### src/rtl/vga_console_writer_if.sv
// Signal bundle between the console writer and its environment: the input
// byte stream, the Wishbone-style bus to the text-mode VGA device, and the
// cursor/status outputs.
//   master : the console writer (consumes bytes, drives the bus)
//   slave  : the byte source plus the VGA device
interface vga_console_writer_if;
  logic        io_in_valid;
  logic [7:0]  io_in_bits;
  logic        io_in_ready;
  logic [7:0]  io_attr;
  logic [31:0] io_bus_addr;
  logic [31:0] io_bus_dat2;
  logic [31:0] io_bus_dat4;
  logic        io_bus_sel;
  logic        io_bus_we;
  logic        io_bus_ack;
  logic [6:0]  io_cursor_x;
  logic [4:0]  io_cursor_y;
  logic        io_busy;

  modport master (
    input  io_in_valid, io_in_bits, io_attr, io_bus_dat4, io_bus_ack,
    output io_in_ready, io_bus_addr, io_bus_dat2, io_bus_sel, io_bus_we,
           io_cursor_x, io_cursor_y, io_busy
  );

  modport slave (
    output io_in_valid, io_in_bits, io_attr, io_bus_dat4, io_bus_ack,
    input  io_in_ready, io_bus_addr, io_bus_dat2, io_bus_sel, io_bus_we,
           io_cursor_x, io_cursor_y, io_busy
  );
endinterface

### src/rtl/vga_console_writer.sv
// Character-stream front end for a text-mode VGA device (COLS x ROWS cells,
// 16-bit cell = {attr, char}). Accepts ASCII bytes, keeps a cursor, handles
// control characters and performs scroll / clear-screen through bus
// read/write sequences. It is the only master on the VGA bus.
// Ports:
//   clk    system clock
//   reset  asynchronous, active-low reset
//   io     vga_console_writer_if.master: byte stream (valid/ready/bits/attr),
//          bus (addr/dat2/dat4/sel/we/ack), cursor x/y, busy
//
// state     | meaning
// ----------+-----------------------------------------------------------
// IDLE      | waiting for a byte (ready high)
// PUTC      | one cell write (printable char or backspace blank)
// SCR_RD    | scroll copy: read cell idx+COLS
// SCR_WR    | scroll copy: write captured cell to idx
// FILL      | write {attr,0x20} to idx .. fill_hi (scroll tail or FF)
// BUS_GAP   | mandatory bus-idle cycle, then go to ret state
module vga_console_writer #(
  parameter logic [31:0] BASE_ADDR = 32'h0,
  parameter int          COLS      = 80,
  parameter int          ROWS      = 30
) (
  input  logic                   clk,
  input  logic                   reset,
  vga_console_writer_if.master   io
);

  typedef enum logic [2:0] {
    S_IDLE, S_PUTC, S_SCR_RD, S_SCR_WR, S_FILL, S_BUS_GAP
  } state_e;

  localparam logic [11:0] COLS_W    = 12'(COLS);
  localparam logic [7:0]  COLS_X    = 8'(COLS);
  localparam logic [4:0]  LAST_ROW  = 5'(ROWS - 1);
  localparam logic [11:0] COPY_N    = 12'(COLS * (ROWS - 1));
  localparam logic [11:0] COPY_LAST = 12'(COLS * (ROWS - 1) - 1);
  localparam logic [11:0] LAST_IDX  = 12'(COLS * ROWS - 1);
  localparam bit          HAS_COPY  = (ROWS > 1);

  state_e      state_q, state_d;
  state_e      ret_q, ret_d;
  logic [6:0]  cur_x_q, cur_x_d;
  logic [4:0]  cur_y_q, cur_y_d;
  logic [6:0]  pend_x_q, pend_x_d;
  logic [4:0]  pend_y_q, pend_y_d;
  logic        scr_q, scr_d;
  logic [7:0]  attr_q, attr_d;
  logic [7:0]  char_q, char_d;
  logic [11:0] idx_q, idx_d;
  logic [11:0] fill_hi_q, fill_hi_d;
  logic [15:0] rd_data_q, rd_data_d;
  logic        seen_low_q, seen_low_d;
  logic        sel_q, sel_d;
  logic        we_q, we_d;
  logic [11:0] addr_q, addr_d;
  logic [15:0] dat_q, dat_d;

  logic        bus_done;
  logic [11:0] lin;
  logic [7:0]  x_inc;
  logic [7:0]  x_tab;
  logic        newline;
  logic        unused_dat4_hi;

  // A completion needs ack to have been seen low first, so a stale ack left
  // over from a previous transaction cannot finish the current one.
  assign bus_done       = sel_q && io.io_bus_ack && seen_low_q;
  assign lin            = 12'(cur_y_q) * COLS_W + 12'(cur_x_q);
  assign x_inc          = {1'b0, cur_x_q} + 8'd1;
  assign x_tab          = ({1'b0, cur_x_q} | 8'd7) + 8'd1;
  assign unused_dat4_hi = ^io.io_bus_dat4[31:16];

  always_ff @(posedge clk or negedge reset) begin
    if (!reset) begin
      state_q    <= S_IDLE;
      ret_q      <= S_IDLE;
      cur_x_q    <= '0;
      cur_y_q    <= '0;
      pend_x_q   <= '0;
      pend_y_q   <= '0;
      scr_q      <= 1'b0;
      attr_q     <= '0;
      char_q     <= '0;
      idx_q      <= '0;
      fill_hi_q  <= '0;
      rd_data_q  <= '0;
      seen_low_q <= 1'b0;
      sel_q      <= 1'b0;
      we_q       <= 1'b0;
      addr_q     <= '0;
      dat_q      <= '0;
    end else begin
      state_q    <= state_d;
      ret_q      <= ret_d;
      cur_x_q    <= cur_x_d;
      cur_y_q    <= cur_y_d;
      pend_x_q   <= pend_x_d;
      pend_y_q   <= pend_y_d;
      scr_q      <= scr_d;
      attr_q     <= attr_d;
      char_q     <= char_d;
      idx_q      <= idx_d;
      fill_hi_q  <= fill_hi_d;
      rd_data_q  <= rd_data_d;
      seen_low_q <= seen_low_d;
      sel_q      <= sel_d;
      we_q       <= we_d;
      addr_q     <= addr_d;
      dat_q      <= dat_d;
    end
  end

  always_comb begin
    state_d   = state_q;
    ret_d     = ret_q;
    cur_x_d   = cur_x_q;
    cur_y_d   = cur_y_q;
    pend_x_d  = pend_x_q;
    pend_y_d  = pend_y_q;
    scr_d     = scr_q;
    attr_d    = attr_q;
    char_d    = char_q;
    idx_d     = idx_q;
    fill_hi_d = fill_hi_q;
    rd_data_d = rd_data_q;
    newline   = 1'b0;

    if (!sel_q || bus_done) begin
      seen_low_d = 1'b0;
    end else if (!io.io_bus_ack) begin
      seen_low_d = 1'b1;
    end else begin
      seen_low_d = seen_low_q;
    end

    unique case (state_q)
      S_IDLE: begin
        if (io.io_in_valid) begin
          attr_d  = io.io_attr;
          scr_d   = 1'b0;
          state_d = S_BUS_GAP;
          ret_d   = S_IDLE;
          if (io.io_in_bits >= 8'h20 && io.io_in_bits <= 8'h7E) begin
            char_d  = io.io_in_bits;
            idx_d   = lin;
            state_d = S_PUTC;
            if (x_inc == COLS_X) begin
              pend_x_d = '0;
              if (cur_y_q == LAST_ROW) begin
                pend_y_d = cur_y_q;
                scr_d    = 1'b1;
              end else begin
                pend_y_d = cur_y_q + 5'd1;
              end
            end else begin
              pend_x_d = x_inc[6:0];
              pend_y_d = cur_y_q;
            end
          end else begin
            case (io.io_in_bits)
              8'h0A: newline = 1'b1;
              8'h0D: cur_x_d = '0;
              8'h08: begin
                if (cur_x_q != 7'd0) begin
                  pend_x_d = cur_x_q - 7'd1;
                  pend_y_d = cur_y_q;
                  idx_d    = lin - 12'd1;
                  char_d   = 8'h20;
                  state_d  = S_PUTC;
                end
              end
              8'h09: begin
                if (x_tab >= COLS_X) begin
                  newline = 1'b1;
                end else begin
                  cur_x_d = x_tab[6:0];
                end
              end
              8'h0C: begin
                idx_d     = '0;
                fill_hi_d = LAST_IDX;
                char_d    = 8'h20;
                pend_x_d  = '0;
                pend_y_d  = '0;
                state_d   = S_FILL;
              end
              default: ;
            endcase
            if (newline) begin
              if (cur_y_q == LAST_ROW) begin
                // Scroll starts straight from IDLE; cursor lands when the
                // tail fill finishes.
                pend_x_d  = '0;
                pend_y_d  = LAST_ROW;
                char_d    = 8'h20;
                fill_hi_d = LAST_IDX;
                idx_d     = '0;
                state_d   = HAS_COPY ? S_SCR_RD : S_FILL;
              end else begin
                cur_x_d = '0;
                cur_y_d = cur_y_q + 5'd1;
              end
            end
          end
        end
      end
      S_PUTC: begin
        if (bus_done) begin
          state_d = S_BUS_GAP;
          if (scr_q) begin
            scr_d     = 1'b0;
            idx_d     = '0;
            char_d    = 8'h20;
            fill_hi_d = LAST_IDX;
            ret_d     = HAS_COPY ? S_SCR_RD : S_FILL;
          end else begin
            cur_x_d = pend_x_q;
            cur_y_d = pend_y_q;
            ret_d   = S_IDLE;
          end
        end
      end
      S_SCR_RD: begin
        if (bus_done) begin
          rd_data_d = io.io_bus_dat4[15:0];
          state_d   = S_BUS_GAP;
          ret_d     = S_SCR_WR;
        end
      end
      S_SCR_WR: begin
        if (bus_done) begin
          state_d = S_BUS_GAP;
          if (idx_q == COPY_LAST) begin
            idx_d = COPY_N;
            ret_d = S_FILL;
          end else begin
            idx_d = idx_q + 12'd1;
            ret_d = S_SCR_RD;
          end
        end
      end
      S_FILL: begin
        if (bus_done) begin
          state_d = S_BUS_GAP;
          if (idx_q == fill_hi_q) begin
            cur_x_d = pend_x_q;
            cur_y_d = pend_y_q;
            ret_d   = S_IDLE;
          end else begin
            idx_d = idx_q + 12'd1;
            ret_d = S_FILL;
          end
        end
      end
      S_BUS_GAP: state_d = ret_q;
      default:   state_d = S_IDLE;
    endcase
  end

  // Bus registers are loaded from the next state so sel rises on the same
  // edge that enters a transaction state and holds until completion.
  always_comb begin
    sel_d  = 1'b0;
    we_d   = 1'b0;
    addr_d = '0;
    dat_d  = '0;
    if (state_d == S_PUTC || state_d == S_SCR_RD ||
        state_d == S_SCR_WR || state_d == S_FILL) begin
      sel_d  = 1'b1;
      we_d   = (state_d != S_SCR_RD);
      addr_d = (state_d == S_SCR_RD) ? idx_d + COLS_W : idx_d;
      dat_d  = (state_d == S_SCR_WR) ? rd_data_d : {attr_d, char_d};
    end
  end

  assign io.io_in_ready = (state_q == S_IDLE) && reset;
  assign io.io_busy     = (state_q != S_IDLE);
  assign io.io_bus_sel  = sel_q;
  assign io.io_bus_we   = we_q;
  assign io.io_bus_addr = BASE_ADDR | {20'd0, addr_q};
  assign io.io_bus_dat2 = {16'h0, dat_q};
  assign io.io_cursor_x = cur_x_q;
  assign io.io_cursor_y = cur_y_q;

endmodule

### src/flat_wrapper.sv
// flat-port wrapper written by rule: the top's interface ports become plain ports
module vga_console_writer_flat 
#(
  parameter logic [31:0] BASE_ADDR = 32'h0,
  parameter int          COLS      = 80,
  parameter int          ROWS      = 30
)
  (clk, reset, io_io_in_valid, io_io_in_bits, io_io_attr, io_io_bus_dat4, io_io_bus_ack, io_io_in_ready, io_io_bus_addr, io_io_bus_dat2, io_io_bus_sel, io_io_bus_we, io_io_cursor_x, io_io_cursor_y, io_io_busy);
  vga_console_writer_if io_i ();
  input  logic clk;
  input  logic reset;
  input wire logic [$bits(io_i.io_in_valid)-1:0] io_io_in_valid;
  input wire logic [$bits(io_i.io_in_bits)-1:0] io_io_in_bits;
  input wire logic [$bits(io_i.io_attr)-1:0] io_io_attr;
  input wire logic [$bits(io_i.io_bus_dat4)-1:0] io_io_bus_dat4;
  input wire logic [$bits(io_i.io_bus_ack)-1:0] io_io_bus_ack;
  output wire logic [$bits(io_i.io_in_ready)-1:0] io_io_in_ready;
  output wire logic [$bits(io_i.io_bus_addr)-1:0] io_io_bus_addr;
  output wire logic [$bits(io_i.io_bus_dat2)-1:0] io_io_bus_dat2;
  output wire logic [$bits(io_i.io_bus_sel)-1:0] io_io_bus_sel;
  output wire logic [$bits(io_i.io_bus_we)-1:0] io_io_bus_we;
  output wire logic [$bits(io_i.io_cursor_x)-1:0] io_io_cursor_x;
  output wire logic [$bits(io_i.io_cursor_y)-1:0] io_io_cursor_y;
  output wire logic [$bits(io_i.io_busy)-1:0] io_io_busy;
  assign io_i.io_in_valid = io_io_in_valid;
  assign io_i.io_in_bits = io_io_in_bits;
  assign io_i.io_attr = io_io_attr;
  assign io_i.io_bus_dat4 = io_io_bus_dat4;
  assign io_i.io_bus_ack = io_io_bus_ack;
  assign io_io_in_ready = io_i.io_in_ready;
  assign io_io_bus_addr = io_i.io_bus_addr;
  assign io_io_bus_dat2 = io_i.io_bus_dat2;
  assign io_io_bus_sel = io_i.io_bus_sel;
  assign io_io_bus_we = io_i.io_bus_we;
  assign io_io_cursor_x = io_i.io_cursor_x;
  assign io_io_cursor_y = io_i.io_cursor_y;
  assign io_io_busy = io_i.io_busy;
  vga_console_writer #(.BASE_ADDR(BASE_ADDR), .COLS(COLS), .ROWS(ROWS)) u_core (.clk(clk), .reset(reset), .io(io_i));
endmodule
### config.mk
export PLATFORM = sky130hd
export DESIGN_NAME = vga_console_writer_flat
export DESIGN_NICKNAME = d
export VERILOG_FILES = /design/src/rtl/vga_console_writer_if.sv /design/src/rtl/vga_console_writer.sv /design/src/flat_wrapper.sv
export SDC_FILE = /design/constraint.sdc
export NUM_CORES = 1
export LEC_CHECK = 0
export ABC_AREA = 1
export CAP_MARGIN = 20
export CORE_ASPECT_RATIO = 0.5
export CORE_MARGIN = 2
export CORE_UTILIZATION = 45
export DETAILED_ROUTE_END_ITERATION = 8
export DONT_BUFFER_PORTS = 1
export PLACE_DENSITY_LB_ADDON = 0.1
export SLEW_MARGIN = 40
export SYNTH_ARGS = -nofsm -noshare
export SYNTH_HDL_FRONTEND = slang
export SYNTH_SLANG_ARGS = --single-unit
### constraint.sdc
create_clock -name clk -period 4.6 [get_ports clk]
set_input_delay 0.69 -clock clk [delete_from_list [all_inputs] [get_ports clk]]
set_output_delay 0.69 -clock clk [all_outputs]
set_load 0.1 [all_outputs]
; Word level (Yosys, flattened, before mapping)
; Index checks and enable logic that the tools add are counted.
[op_classes]
order_cmp = 3
n_eq_ne = 30
n_mul = 1
n_addsub = 8
reduce_logical = 22
n_mux = 102
[ops]
columns = operator, count
row1 = $mux 12, 20
row2 = $mux 7, 14
row3 = $mux 8, 9
row4 = $mux 5, 13
row5 = $mux 16, 4
row6 = $pmux 12 s2, 2
row7 = $pmux 12 s4, 1
row8 = $eq 8x4->1 const B, 5
row9 = $mux 3, 13
row10 = $pmux 8 s2, 2
row11 = $pmux 7 s2, 2
row12 = $pmux 7 s3, 1
row13 = $add 7x1->8 const B, 2
row14 = $ne 2x1->1 const B, 8
row15 = $pmux 3 s5, 1
row16 = $pmux 5 s3, 1
row17 = $mux 1, 13
row18 = $add 12x1->12 const B, 1
row19 = $add 12x7->12, 1
row20 = $add 12x7->12 const B, 1
row21 = $eq 12x12->1, 1
row22 = $eq 12x12->1 const B, 1
row23 = $eq 3x2->1 const B, 4
row24 = $sub 12x1->12 const B, 1
row25 = other kinds (32), 45
[totals]
register_bits = 118
elab_cells = 183
out_inout_bits = 80
inputBits = 52

; Longest topological paths before layout
; Gate-level depths: netlist of the first run.
[logic_depth]
ltp_word = 16
depth_mapped = 22
ltp_nobuf = 22

; Worst setup path after synthesis of the first run
; Ideal clock, no wire load.
[synth_timing]
path_type = register to register
startpoint = register u_core.cur_y_q[0], in the netlist u_core.io.io_cursor_y[0]
endpoint = register u_core.addr_q[10]
period_less_slack_ps = 3266
stages_incl_launch_ff = 19
required_time_ps = 4483
n_path_buf = 0
arrival_time_ps = 3149
setup_slack_ps = 1334
setup_ps = 117
path_cell_list = dfrtp_1 ha_1 ha_1 xnor2_1 inv_1 nor2_1 nand2_1 nand2_1 nand3_1 o21ai_0 nand2_1 nand3_1 nand2_1 nor2_4 nand2_1 nor2_2 nand2_1 nand2_1 nor2_1
[synth_between]
elab_chain_cells = 13
word_cells_on_any_way = 26
cone_classes = add/sub (3) / mul (1) / eq/ne (5) / mux (14) / reduce/logical (3)
[synth_lines]
columns = item, line
row1 = "start, declared", vga_console_writer.sv:44  ; logic [4:0] cur_y_q, cur_y_d;
row2 = "start signal, assigned", vga_console_writer.sv:97  ; cur_y_q <= cur_y_d;
row3 = $mul 5x3->8, vga_console_writer.sv:69  ; assign lin = 12'(cur_y_q) * COLS_W + 12'(cur_x_q);
row4 = $add 12x7->12, vga_console_writer.sv:69
row5 = $sub 12x1->12, vga_console_writer.sv:168  ; idx_d = lin - 12'd1;
row6 = $mux 12, vga_console_writer.sv:165  ; if (cur_x_q != 7'd0) begin
row7 = $pmux 12 s2, vga_console_writer.sv:161  ; case (io.io_in_bits)
row8 = $mux 12, vga_console_writer.sv:191  ; if (cur_y_q == LAST_ROW) begin
row9 = $mux 12, vga_console_writer.sv:190  ; if (newline) begin
row10 = $mux 12, vga_console_writer.sv:144  ; if (io.io_in_bits >= 8'h20 && io.io_in_bits <= 8'h7E) begin
row11 = $mux 12, vga_console_writer.sv:139  ; if (io.io_in_valid) begin
row12 = $pmux 12 s4, vga_console_writer.sv:137  ; unique case (state_q)
row13 = $add 12x7->12, vga_console_writer.sv:272  ; addr_d = (state_d == S_SCR_RD) ? idx_d + COLS_W : idx_d;
row14 = $mux 12, vga_console_writer.sv:272
row15 = $mux 12 *, vga_console_writer.sv:268  ; if (state_d == S_PUTC || state_d == S_SCR_RD ||
row16 = named net u_core.addr_d[10], vga_console_writer.sv:56  ; logic [11:0] addr_q, addr_d;
row17 = "end signal, assigned", vga_console_writer.sv:109  ; addr_q <= addr_d;
row18 = "end, declared", vga_console_writer.sv:56
; Mark *: on every way through the listed nets, which the timed path passes. The rest lies on a longest branch.
; A chain may end at the register's enable or synchronous reset.

; Final worst setup path of the first run
[layout_timing]
startpoint = register u_core.cur_x_q[0], in the netlist u_core.io.io_cursor_x[0]
endpoint = register u_core.addr_q[10]
[layout_between]
word_cells_on_any_way = 27
cone_classes = add/sub (3) / eq/ne (4) / mux (16) / reduce/logical (4)
[layout_rtl]
columns = item, line
row1 = "start, declared", vga_console_writer.sv:43  ; logic [6:0] cur_x_q, cur_x_d;
row2 = "start signal, assigned", vga_console_writer.sv:96  ; cur_x_q <= cur_x_d;
row3 = $add 12x7->12, vga_console_writer.sv:69
row4 = $sub 12x1->12, vga_console_writer.sv:168
row5 = $mux 12, vga_console_writer.sv:165
row6 = $pmux 12 s2, vga_console_writer.sv:161
row7 = $mux 12, vga_console_writer.sv:191
row8 = $mux 12, vga_console_writer.sv:190
row9 = $mux 12 *, vga_console_writer.sv:144
row10 = $mux 12 *, vga_console_writer.sv:139
row11 = $pmux 12 s4 *, vga_console_writer.sv:137
row12 = named net u_core.idx_d[5], vga_console_writer.sv:50  ; logic [11:0] idx_q, idx_d;
row13 = $add 12x7->12 *, vga_console_writer.sv:272
row14 = $mux 12 *, vga_console_writer.sv:272
row15 = $mux 12 *, vga_console_writer.sv:268
row16 = named net u_core.addr_d[10], vga_console_writer.sv:56
; Marks and branches as above.

==> results by stage, run 1 <==
Status:
- The run finished with clean final reports.

Critical path:
- The type of element launching the critical path is a register.
- The critical path goes through buf_4 > inv_1 > ha_1 > nand2_2 > inv_1 > nand2_2 > inv_1 > nor2_4 > inv_2 > a21oi_1 > a21oi_1 > nor2_1 > nor2_1 > nand2_2 > ha_1 > inv_1 > nand2_1 > nand2_1 > nor2_2 > nand2_1 > nand2_1 > nor2_1.
- The register-to-register path setup slack is around 1.1 ns.
- The largest single stage delay on the critical path is 0.33 ns.
- The cell class contributing the biggest share of worst-path delay is simple AND/OR/NAND/NOR gates.
- The beginning of the worst register-to-register path is u_core.io.io_cursor_x[0].
- The type of element capturing the critical path is a register.
- Of all nets on the critical path, the largest fanout is 9.
- For this design, the slowest cell found on the critical path is sky130_fd_sc_hd__ha_1.
- The critical path starts at u_core.io.io_cursor_x[0].
- Counting both buffers and inverters, the worst setup path holds a total of 6.
- In this run the critical register-to-register path is captured at u_core.addr_q[10].
- The required time of the critical path is 4.91 ns.
- The worst setup path is of the register to register kind.
- For the worst flop-to-flop path, the logic depth is 22.
- Data on the critical path arrives at its endpoint at roughly 3.8 ns.

Power:
- The share of total power dissipated in combinational logic is 0.520.
- The relative contribution of sequential cells to total power is 0.303.
- The power per standard cell area is 851.1 nW/um2.
- The switching power of the nets is 0.004099 W.
- The switching portion of total power is 0.5603.
- The share of power burned in the clock network is 0.177.
- The total design power is 0.007315 W.
- The worst IR drop on VDD is roughly 0.00055 V.
- The internal power of the cells totals around 0.0032 W.
- In this run the static leakage power is 4.289 nW.

Detailed routing:
- For this block, the initial DRC count from the detailed router was about 630.
- Wires add up to 21880 um.
- The first-pass iteration count of the detailed router is 6.
- The number of routed nets with antenna violations is 0.
- The via density per instance is 5.237.
- The number of remaining DRC errors is 0.
- The detailed router placed 6772 vias in this run.
- After detailed routing, the average wire length per cell comes to 16.92 um.

Timing:
- The clock tree skew after final layout is between 0.006 and 0.007 ns.
- The final critical-path required period is 3.512 ns.
- The count of endpoints failing hold in the final timing report is 0.
- The final cycle utilization of the critical path is 0.7635.
- The total negative slack for setup checks is 0 ns.
- Headroom to the max-slew limit came out at 0.4075.
- The count of endpoints failing setup in the final report is 0.
- Final hold analysis gives a worst-case slack of 0.1931 ns.
- At the pin with the least slew margin, the transition time is 0.8894 ns.
- Setup repair after global routing left no endpoint under its margin.
- Derived from the worst setup path, the maximum achievable clock frequency is 284.7 MHz.
- The final number of max-transition violations came to 0.

Layout:
- In the layout the commonest cells are sky130_fd_sc_hd__nand2_1, sky130_fd_sc_hd__inv_1, sky130_fd_sc_hd__dfrtp_1, sky130_fd_sc_hd__nor2_1, sky130_fd_sc_hd__nand3_1.
- 0 antenna diodes ended up in the layout.
- The most common library cell in the layout ignoring fill and taps is sky130_fd_sc_hd__nand2_1.
- At the end of the flow, the number of nets in the layout was between 1000 and 1500.
- The ratio of cells with drive above 1 in the final layout is 0.1350.
- The area growth from synthesis to final layout is 9.308%.

Logic synthesis:
- The count of yosys warnings during synthesis is 0.
- For this run, the leading register cell type out of synthesis is sky130_fd_sc_hd__dfrtp_1.
- Counting every instance in the synthesized netlist gives 1033.
- Of all flip-flops after synthesis, the portion carrying an async set or reset was 1.000.
- The cell area after technology mapping is a little under 8000 um2.
- For this run, the register share of the synthesized area comes to 0.3755.
- The synthesized design contains 0 enable-type register cells.
- Each instance of the synthesized netlist takes up on average roughly 7.6 um2.
- The register bit count reported by yosys is about 120.
- The number of different library cells used by synthesis comes to a little over 60.

Floorplan:
- The initialized floorplan defines 34 standard-cell rows.
- The initial core utilization is 0.4564.
- In this run the count of I/O pins placed on the die edge is 132.
- The die is between 90 and 100 um tall.
- The floorplan step defined a core boundary enclosing 17230 um2.
- The floorplan step defined a die boundary enclosing 18610 um2.
- The floorplan step set the die width to approximately 190 um.

Clock network:
- In this run the clock root is driven by a sky130_fd_sc_hd__clkbuf_16.
- The maximum root-to-sink buffer count is 2.
- Counting every sink on the clock net gives 118.
- The clock tree synthesis step divided the H-tree into 4 levels.
- After clock tree synthesis, the clock-pin slew on the worst setup and hold paths is 0.06 ns.
- The total CTS buffers is 17.
- The latest clock arrival within the worst-skew pair is 0.42 ns.
- The post-cts hold buffer count is 1.
- The number of setup buffers added after CTS is 0.
- The TritonCTS clock tree is built.
- The number of gates resized after CTS was 0.

Placed design:
- Routability-driven placement finished with a final weighted congestion of 0.9432.
- After legalization and detailed placement, the total HPWL measured 16090 um.
- The number of port buffers is 0.

Global route:
- For this run, global-route usage on met2 was measured as 0.3467.
- The wire length of the first global-routing pass is around 35000 um.
- The number of global-route vias before repair is 6452.
- The largest net degree at the start of global routing is 119.
- In this run the most used layer during global routing was met1.
- For met3 alone, demand over resource in global routing was 0.06212.
- The initial antenna violation count is 0.
- The met1 capacity usage during global routing is 0.3777.
- The global routing usage summed across all routing layers is 0.2461.
- For this run the aggregate overflow at the end of global routing stands at 0.

Run:
- The tool flagged a number of max-cap violations equal to 0.

Min path:
- In this run the worst hold path is classified as input port to asynchronous set/reset pin.
-- Yosys cell counts, types with 10 or more instances --
cell                         n  area [um2]
sky130_fd_sc_hd__a21oi_1    47       235.2
sky130_fd_sc_hd__and2_1     11       68.82
sky130_fd_sc_hd__buf_4      39       292.8
sky130_fd_sc_hd__dfrtp_1   118        2953
sky130_fd_sc_hd__ha_1       20       250.2
sky130_fd_sc_hd__inv_1     125       469.2
sky130_fd_sc_hd__inv_2      13       48.80
sky130_fd_sc_hd__mux2_2     16       180.2
sky130_fd_sc_hd__nand2_1   255       957.2
sky130_fd_sc_hd__nand2_2    10       62.56
sky130_fd_sc_hd__nand3_1    65       325.3
sky130_fd_sc_hd__nand4_1    11       68.82
sky130_fd_sc_hd__nor2_1     83       311.6
sky130_fd_sc_hd__o211ai_1   10       75.07
sky130_fd_sc_hd__o21ai_0    50       250.2
sky130_fd_sc_hd__o21ai_1    11       55.05
sky130_fd_sc_hd__xnor2_1    11       96.34
sky130_fd_sc_hd__xor2_1     13       113.9
-- sequential cells by signal (all words and copies together) (netlist names), 3 cells and up --
| name | flops |
|---|---|
| u_core.ret_q | 3 |
| u_core.char_q | 8 |
| u_core.addr_q | 12 |
| u_core.state_q | 3 |
| u_core.io.io_cursor_y | 5 |
| u_core.pend_y_q | 5 |
| u_core.idx_q | 12 |
| u_core.fill_hi_q | 12 |
| u_core.dat_q | 16 |
| u_core.attr_q | 8 |
| u_core.pend_x_q | 7 |
| u_core.rd_data_q | 16 |
| u_core.io.io_cursor_x | 7 |
-- final cells by class --
| class | count | area [um2] |
|---|---|---|
| well taps | 234 | 292.8 |
| multi-input cells | 750 | 4089 |
| inverters | 142 | 540.5 |
| clock buffers | 19 | 442.9 |
| repair buffers | 17 | 147.6 |
| fillers | 1743 | 8633 |
| clock inverters | 13 | 121.4 |
| flip-flops and latches | 118 | 2962 |
-- cells by family after synthesis --
kind of cell             synth area share
AO/OA/AOI/OAI                      0.1324
multiplexers                      0.02291
AND/OR/NAND/NOR                    0.2834
XOR/XNOR                          0.02880
flip-flops                         0.3755
other                           0.0004769
buffers and inverters              0.1222
adder cells (fa/ha/maj)           0.03437
-- layer usage --
layer,part of all wire,wire length [um]
met5,0,0
met3,0.076,1673
met1,0.51,11230
met4,0.0063,138
met2,0.40,8837
-- how the worst max path moves through the flow --
| stage | cells past startpoint | slack, ns | end |
|---|---|---|---|
| 2_1_floorplan | 18 | 1.33 | u_core.addr_q[10] |
| 3_3_place_gp | 22 | 1.19 | u_core.addr_q[10] |
| 3_5_place_dp | 22 | 1.18 | u_core.addr_q[10] |
| 4_1_cts | 22 | 1.15 | u_core.addr_q[10] |
| 5_1_grt | 22 | 0.87 | u_core.addr_q[10] |
| 6_report | 22 | 1.09 | u_core.addr_q[10] |
-- power groups by stage --
stage          Clock, W  Combinational (W)  Sequential [W]
2_1_floorplan         0            0.00267         0.00251
3_3_place_gp          0            0.00369         0.00222
3_5_place_dp          0            0.00374         0.00223
4_1_cts         0.00131            0.00379         0.00221
5_1_grt         0.00136            0.00424         0.00226
6_report        0.00129            0.00381         0.00222
-- per-stage QoR --
stage / setup slack [ns] / cells / cell area, um2 / utilization
floorplan: 1.334 / 1068 / 7995 / -
global placement: 1.195 / 1260 / 7990 / 0.4638
detailed placement: 1.177 / 1260 / 8000 / 0.4643
CTS: 1.151 / 1293 / 8592 / 0.4987
global route: 0.8703 / 1293 / 8596 / 0.4989
finish: 1.088 / 1293 / 8596 / 0.4989
Note: power is estimated with default switching activity, not from simulation.
==> inputs of run 2 (changes only) <==
clock period = 2.9 ns   (was 4.6 ns; I/O delays follow)
==> run 2 against run 1 <==
  * The flow now finishes with violations (negative hold slack)
  * Fmax up 26%
  * Sequential cell count stayed put
  * Design area is 5.6% higher
  * First-iteration DRC count shrank 18%
  * Via count is 2.8% higher
  * Core utilization rose by 2.8 points
  * Global-route usage up 0.80 points
  * Combinational power up 75%
  * Total power grew 69%
  * Clock power rose by 70%
  * Wire length is 2.5% higher
  * Critical endpoint is now u_core.addr_q[11]
  * Highest routed layer unchanged
==> results by stage, run 2 (synthesis results as in run 1) <==
Timing:
- At the pin with the least slew margin, the transition time is 0.8846 ns.
- The final number of max-transition violations is 0.
- The final critical-path required period is roughly 2.8 ns.
- The count of endpoints failing hold in the final timing report is 118.
- The final worst hold slack is -0.2954 ns.
- The clock tree skew after final layout is 0.01427 ns.
- The total negative slack for setup checks is 0 ns.
- The count of endpoints failing setup in the final report is 0.
- Dividing the final minimum period by the clock period gives 0.9616.
- The worst slew slack as a fraction of its limit is 0.4107.
- Setup repair after global routing could not meet its margin everywhere.
- For this run, the top clock speed supported by timing is ~360 MHz.

Clock network:
- CTS placed an instance of sky130_fd_sc_hd__clkbuf_16 at the clock tree root.
- CTS saw 118 sinks.
- The clock slew seen by the registers of the worst setup and hold paths is around 0.060 ns.
- The longest clock path from root to sink contains 2 buffers.
- In this run, CTS created clock tree buffers numbering 17.
- The number of levels the H-tree was split into is 4.
- TritonCTS built the clock tree.
- For the worst-skew pair, the clock arrives at the later sink with an insertion delay of about 0.43 ns.

Detailed routing:
- The first-pass iteration count of the detailed router is 8.
- The iteration-0 DRC count of the detailed router is 517.
- The count of nets left with antenna violations once routing finished came out at 0.
- For this run, design rule violations remaining after detail routing come to 0.
- Across all layers, the routed design uses around 7000 vias.
- Dividing the detail-routed via count by the number of cells gives 5.205.
- The wire length after detailed routing is 22430 um.
- The wire length per cell after detailed routing is 16.77 um.

Floorplan:
- The number of standard-cell rows in the floorplan is 34.
- The count of boundary I/O pins is 132.
- The die is ~97 um tall.
- The die covers between 15000 and 20000 um2.
- The initial core utilization is 0.4564.
- The core region area is approximately 17000 um2.
- The x dimension of the die is 191.0 um.

Power:
- Power spread over the standard cell area amounts to 1363 nW/um2.
- In this run the static leakage power is 4.545 nW.
- VDD sags by at most 0.0006927 V.
- Summing internal, switching and leakage power gives 0.01237 W.

Placed design:
- Input and output buffers added on the ports amount to 0.
- The HPWL after detailed placement is 16900 um.
- The placer congestion estimate is between 0.8 and 0.9.

Run:
- Max-cap violations in this run came to 0.

Global route:
- Entering global routing, the biggest net connects 120 pins.
- The wire length of the first global-routing pass is 36430 um.
- The sum of overflow across all layers after global routing is 0.
- The initial antenna violation count is 0.
- The number of global-route vias before repair is 6777.
- In the global route stage, overall resource usage came out at 0.2541.

Critical path:
- The largest driver fanout on the critical path is 6.
- Data on the critical path arrives at its endpoint at 3.10 ns.
- The worst setup path is launched from a register.
- The worst setup path is captured at a register.
- The critical setup path kind is register to register.
- Data on the critical path is required at its endpoint by around 3.2 ns.

Layout:
- In the layout the commonest cells are sky130_fd_sc_hd__nand2_1, sky130_fd_sc_hd__inv_1, sky130_fd_sc_hd__dfrtp_1, sky130_fd_sc_hd__nor2_1, sky130_fd_sc_hd__nand3_1.
- The most common library cell in the layout ignoring fill and taps is sky130_fd_sc_hd__nand2_1.
- In the final layout, the share of cells above drive strength 1 is 0.1984.
- The largest registers in the layout are u_core.dat_q: 16 flops, u_core.rd_data_q: 16 flops.
- The number of nets at the end of the flow is about 1200.
- The number of antenna diodes is 0.
- Compared with the post-synthesis result, the final layout area differs by 15.42%.

Status:
- The final reports fail on negative hold slack.
- The run finished, with violations left.

Min path:
- The path class of the lowest-slack min-delay path is input port to asynchronous set/reset pin.
[run 2: changes by cell type in the layout (fill, tap and decap cells not counted), sizes merged]
| cell | before | now |
|---|---|---|
| buf | 17 | 62 |
| inv | 144 | 149 |
| clkinv | 5 | 2 |
| bufinv | 1 | 2 |
| clkinvlp | 5 | 3 |
| clkbuf | 19 | 18 |
[run 2: worst paths after layout]
kind	from	endpoint	slack [ns]	depth (start not counted)
min in group clk	io_io_bus_ack	u_core.seen_low_q	0.08	1
worst min-delay path	reset	u_core.rd_data_q[6]	-0.30	0
max in group asynchronous	reset	u_core.io.io_cursor_x[6]	2.93	0
worst max-delay path	u_core.io.io_cursor_y[0]	u_core.addr_q[11]	0.11	20
worst max register to register	u_core.io.io_cursor_y[0]	u_core.addr_q[11]	0.11	20
worst min register to register	u_core.fill_hi_q[2]	u_core.fill_hi_q[2]	0.48	2
[run 2: metrics by stage]
step                      area [um2]  worst slack (ns)    util  std cells
after floorplan                 8011           0.02025       -       1068
after global placement          8304           0.03464  0.4820       1298
after detailed placement        8309          -0.02419  0.4823       1298
after CTS                       8912           0.02342  0.5173       1330
after global routing            9076           -0.1601  0.5268       1338
final                           9076            0.1115  0.5268       1338
[run 2: final cells by class]
type | count | area, um2
multi-input combinational | 750 | 4168
inverter | 142 | 544.3
timing repair buffer | 62 | 494.2
sequential | 118 | 2977
clock inverter | 14 | 161.4
clock buffer | 18 | 439.2
tap | 234 | 292.8
fill | 1706 | 8153
[run 2: metal layers]
metal / global-route usage / routed length, um
met3: 0.07223 / 1754
met2: 0.3632 / 9148
met5: 0 / 0
met1: 0.3772 / 11200
met4: 0.05903 / 330
[run 2: where the power goes]
part / leakage (nW) / internal [W] / switching (W)
clock: 0.291 / 0.00131 / 0.000880
sequential: 1.49 / 0.00222 / 0.00130
combinational: 2.76 / 0.00213 / 0.00453
total: 4.55 / 0.00566 / 0.00671
[run 2: critical path, stage by stage (launching register included)]
cell and delay, ns:
sky130_fd_sc_hd__dfrtp_4 0.50, sky130_fd_sc_hd__ha_1 0.32, sky130_fd_sc_hd__ha_1 0.33, sky130_fd_sc_hd__nand3_1 0.12, sky130_fd_sc_hd__nand3_1 0.12, sky130_fd_sc_hd__nand3_1 0.13, sky130_fd_sc_hd__inv_1 0.05, sky130_fd_sc_hd__nand2_1 0.10
sky130_fd_sc_hd__nand2_2 0.11, sky130_fd_sc_hd__nand2_1 0.07, sky130_fd_sc_hd__nand3_1 0.09, sky130_fd_sc_hd__nand2_1 0.08, sky130_fd_sc_hd__nand2_1 0.06, sky130_fd_sc_hd__nand2_1 0.06, sky130_fd_sc_hd__nand2_1 0.06, sky130_fd_sc_hd__nand2_2 0.12
sky130_fd_sc_hd__nand2_1 0.08, sky130_fd_sc_hd__nor2_2 0.10, sky130_fd_sc_hd__nand3_1 0.08, sky130_fd_sc_hd__nand2_1 0.07, sky130_fd_sc_hd__nor2_1 0.04
[run 2: what timing repair did]
item | in CTS | in global routing
endpoints found under the setup margin | 2 | 31
resized for setup | 2 | 22
setup buffers | 0 | 8
endpoints found under the hold margin | 118 | 118
==> inputs of run 3 (changes only) <==
ABC_AREA = 0   (was 1)
==> run 3 against run 2 <==
  * The flow finishes with violations (negative hold slack, negative setup slack)
  * Non-clock buffer count grew 150
  * Total power increased by 12%
  * Clock power grew 6%
  * Combinational power up 18%
  * Die area decreased by 6.7%
  * Sequential cell count stayed put
  * Synthesized cell count down 23%
  * Cell count shrank 8.8%
  * Count of clock-buffer cells in the layout rose by 1
  * Register-to-register slack worse by 0.36 ns
  * Worst hold slack improved by 0.011 ns
  * Critical path depth fell by 6
  * Critical path type unchanged
  * Largest power group unchanged
==> results by stage, run 3 <==
Critical path:
- Grouping stages by cell kind, the critical path spends the most delay in simple AND/OR/NAND/NOR gates.
- The critical setup path kind is register to register.
- STA puts the critical path data required time at 3.23 ns.
- The type of element capturing the critical path is a register.
- Together, buffers and inverters on the worst path number 3.
- The largest driver fanout on the critical path is 6.
- The critical path goes through ha_4 > ha_4 > and3_4 > or3_4 > a221oi_4 > buf_4 > and3_4 > o21ai_2 > nand2_1 > o2111ai_2 > buf_6 > buf_4 > and3_1 > nor3_1.
- In this design, the stage delay of the slowest critical-path cell is 0.52 ns.
- The type of element launching the critical path is a register.
- The slowest stage of the critical path is the sky130_fd_sc_hd__dfrtp_4 cell.
- STA puts the critical path data arrival time at 3.48 ns.

Run:
- Max-cap violations in this run came to 0.

Layout:
- The library cell used most frequently in the layout, excluding fill and tap cells, is sky130_fd_sc_hd__buf_4.
- The largest registers in the layout are u_core.dat_q: 16 flops, u_core.rd_data_q: 16 flops.
- The count of fill cells added during filler insertion is around 1200.
- The number of antenna diodes is 0.
- The ratio of cells with drive above 1 in the final layout is 0.3994.
- In the layout the commonest cells are sky130_fd_sc_hd__buf_4, sky130_fd_sc_hd__dfrtp_1, sky130_fd_sc_hd__nand2_1, sky130_fd_sc_hd__nor2_1, sky130_fd_sc_hd__conb_1.
- After the last flow step, the layout net total stands at 1059.
- The area growth from synthesis to layout is 41.50%.

Clock network:
- The clock slew seen by the registers of the worst setup and hold paths is 0.06 ns.
- The TritonCTS clock tree is built.
- The clock root buffer is sky130_fd_sc_hd__clkbuf_16.
- CTS saw between 100 and 150 sinks.
- The latest clock arrival within the worst-skew pair is slightly above 0.4 ns.
- The number of levels the H-tree was split into is 4.
- In this run the deepest clock path goes through 2 buffers.
- Buffers inserted during clock tree synthesis total 17.

Logic synthesis:
- The number of different library cells used by synthesis comes to 88.
- The share of synthesized area in the top cell type comes to 0.4032.
- Ranked by total cell area, the synthesized netlist is headed by sky130_fd_sc_hd__dfrtp_1, sky130_fd_sc_hd__nand2_1, sky130_fd_sc_hd__buf_4, sky130_fd_sc_hd__ha_1, sky130_fd_sc_hd__nor2_1.
- In this run, synthesis inferred 0 flip-flops with an integrated enable.
- Counting flops and latches in the post-synthesis netlist gives around 120.
- The most used standard cell by instance count after synthesis is sky130_fd_sc_hd__dfrtp_1.
- The commonest cells after synthesis are sky130_fd_sc_hd__dfrtp_1, sky130_fd_sc_hd__nand2_1, sky130_fd_sc_hd__nor2_1.
- Yosys printed 0 warnings.
- After technology mapping, the gate count stands at 796.
- The mean instance size in the synthesized netlist is 9.200 um2.
- The mapped netlist covers 7323 um2.
- The post-synthesis sequential area ratio is 0.4032.
- The synthesized design spends more area on one cell type than any other, namely sky130_fd_sc_hd__dfrtp_1.
- The dominant register cell in the synthesized netlist is sky130_fd_sc_hd__dfrtp_1.
- Of all flip-flops after synthesis, the portion carrying an async set or reset was 1.000.

Timing:
- For the pin with the worst max-slew slack, the measured transition is 0.8985 ns.
- Setup repair after global routing could not meet its margin everywhere.
- Static timing analysis puts the maximum clock frequency at between 300 and 400 MHz.
- The count of endpoints failing hold in the final timing report is 118.
- The final number of max-transition violations is 0.
- The total negative slack for setup checks is -1.273 ns.
- The final worst hold slack is -0.2841 ns.
- In the finished design, the share of the clock period the worst path needs comes to 1.087.
- Setup violations remaining at the end of the flow were counted as 11.
- The final critical-path setup slack is -0.2523 ns.
- The worst slew slack as a fraction of its limit is 0.4014.
- Subtracting the final worst setup slack from the clock period gives roughly 3.2 ns.
- For the final database, setup skew stands at 0.01210 ns.

Power:
- VDD sags by at most 0.001113 V.
- After layout, the design draws a total of 0.01391 W.
- The power per standard cell area is 1342 nW/um2.
- The analysis attributes to cell leakage a power of 4.793 nW.

Detailed routing:
- The wire length after detailed routing is 24490 um.
- The number of remaining DRC errors is 0.
- Across all layers, the routed design uses between 6000 and 7000 vias.
- The first-pass iteration count of the detailed router is 5.
- The iteration-0 DRC count of the detailed router is 574.
- The wire length per cell after detailed routing is roughly 20 um.
- The number of routed nets with antenna violations is 0.
- Dividing the detail-routed via count by the number of cells gives 5.666.

Global route:
- The sum of overflow across all layers after global routing is 0.
- The number of global-route vias before repair was around 6700.
- The initial antenna violation count is 0.
- The first global-routing pass estimated 37560 um of wire.
- Entering global routing, the biggest net connects 120 pins.
- For this run, the total global-route usage over all layers was measured as 0.2862.

Min path:
- The path class of the tightest hold or removal check is input port to asynchronous set/reset pin.

Floorplan:
- During I/O placement, the number of pins put on the boundary was 132.
- The initial core utilization is 0.4678.
- The core region area is 15660 um2.
- The die height is 94.21 um.
- The x dimension of the die is 184.4 um.
- The floorplan has 32 rows.
- The die covers 17370 um2.

Status:
- The run finished, with violations left.
- The final reports fail on negative hold slack, negative setup slack.

Placed design:
- The placer congestion estimate is just over 0.9.
- Detailed placement finished with a half-perimeter wire length of 16820 um.
- The number of port buffers is 0.
- The pre-CTS worst setup slack is -0.3549 ns.
run 3: cell count changes after synthesis, sizes merged, moves of 8 or more:
cell	before	now
a31oi	1	11
a21o	0	8
o21ai	65	42
a22o	1	12
xnor2	12	26
nor2b	0	12
mux2i	0	12
nor2	96	63
nand2	272	86
and3	1	15
clkbuf	6	23
a21oi	49	37
nand3	72	33
inv	140	20
run 3: cell type report:
cell class                      count  area [um2]  area share
Clock buffer                       19       442.9     0.04274
Clock inverter                     13       192.7     0.01859
Inverter                           21       86.33    0.008331
Multi-Input combinational cell    616        4668      0.4505
Sequential cell                   118        3003      0.2898
Tap cell                          221       276.5     0.02668
Timing Repair Buffer              212        1693      0.1634
run 3: final timing paths:
path                                               start                 end  slack (ns)  cells after the start
max in group asynchronous                          reset     u_core.dat_q[7]        2.98                      0
worst min-delay path                               reset    u_core.attr_q[4]       -0.28                      0
worst max register to register  u_core.io.io_cursor_y[0]   u_core.addr_q[10]       -0.25                     14
worst max-delay path            u_core.io.io_cursor_y[0]   u_core.addr_q[10]       -0.25                     14
worst min register to register        u_core.pend_x_q[0]  u_core.pend_x_q[0]        0.49                      2
min in group clk                           io_io_bus_ack   u_core.seen_low_q        0.08                      1
run 3: report_power, final:
| group | internal [W] | switching (W) |
|---|---|---|
| combinational | 0.00340 | 0.00448 |
| clock | 0.00148 | 0.000852 |
| sequential | 0.00228 | 0.00143 |
run 3: per-layer routing:
layer,GRT usage,wire length [um],share of wire,vias up
met5,0,0,0,-
met4,0.06400,246,0.010,0
met3,0.06008,1893,0.077,22
met2,0.4195,10440,0.43,270
met1,0.4300,11910,0.49,3417
li1,-,-,-,3203
run 3: worst register-to-register path: stages, from the launching register on:
cell	delay [ns]
sky130_fd_sc_hd__dfrtp_4	0.52
sky130_fd_sc_hd__ha_4	0.31
sky130_fd_sc_hd__ha_4	0.20
sky130_fd_sc_hd__and3_4	0.16
sky130_fd_sc_hd__or3_4	0.41
sky130_fd_sc_hd__a221oi_4	0.32
sky130_fd_sc_hd__buf_4	0.18
sky130_fd_sc_hd__and3_4	0.19
sky130_fd_sc_hd__o21ai_2	0.05
sky130_fd_sc_hd__nand2_1	0.07
sky130_fd_sc_hd__o2111ai_2	0.12
sky130_fd_sc_hd__buf_6	0.15
sky130_fd_sc_hd__buf_4	0.13
sky130_fd_sc_hd__and3_1	0.13
sky130_fd_sc_hd__nor3_1	0.13
run 3: timing repair:
action / 4_1_cts / 5_1_grt
endpoints found under the setup margin: 24 / 34
gates resized for setup: 42 / 84
hold endpoints to repair: 118 / 118
pin swaps: 29 / 33
gates cloned: 0 / 2
buffers inserted: 21 / 15
run 3: kinds of logic (layout without fill, tap and decap cells):
| group | count (synthesis) | count (layout) | share of synthesized area |
|---|---|---|---|
| and+or+nand+nor | 291 | 291 | 0.2030 |
| AOI/OAI and AO/OA | 201 | 201 | 0.1941 |
| DFF | 118 | 118 | 0.4032 |
| buffers and inverters | 97 | 265 | 0.07381 |
| xor gates and xnor gates | 36 | 36 | 0.04305 |
| muxes | 30 | 30 | 0.04408 |
| adders and majority gates | 22 | 22 | 0.03827 |
| other | 1 | 36 | 0.0005121 |
run 3: through the flow:
stage,instance area [um2],util,hold slack [ns],cells
3_3_place_gp,8909,0.5691,0.1413,1157
4_1_cts,9915,0.6333,-0.2948,1208
5_1_grt,10360,0.6619,-0.3051,1220
3_5_place_dp,8911,0.5692,0.1408,1157
6_report,10360,0.6619,-0.2841,1220
2_1_floorplan,7697,-,0.1394,831
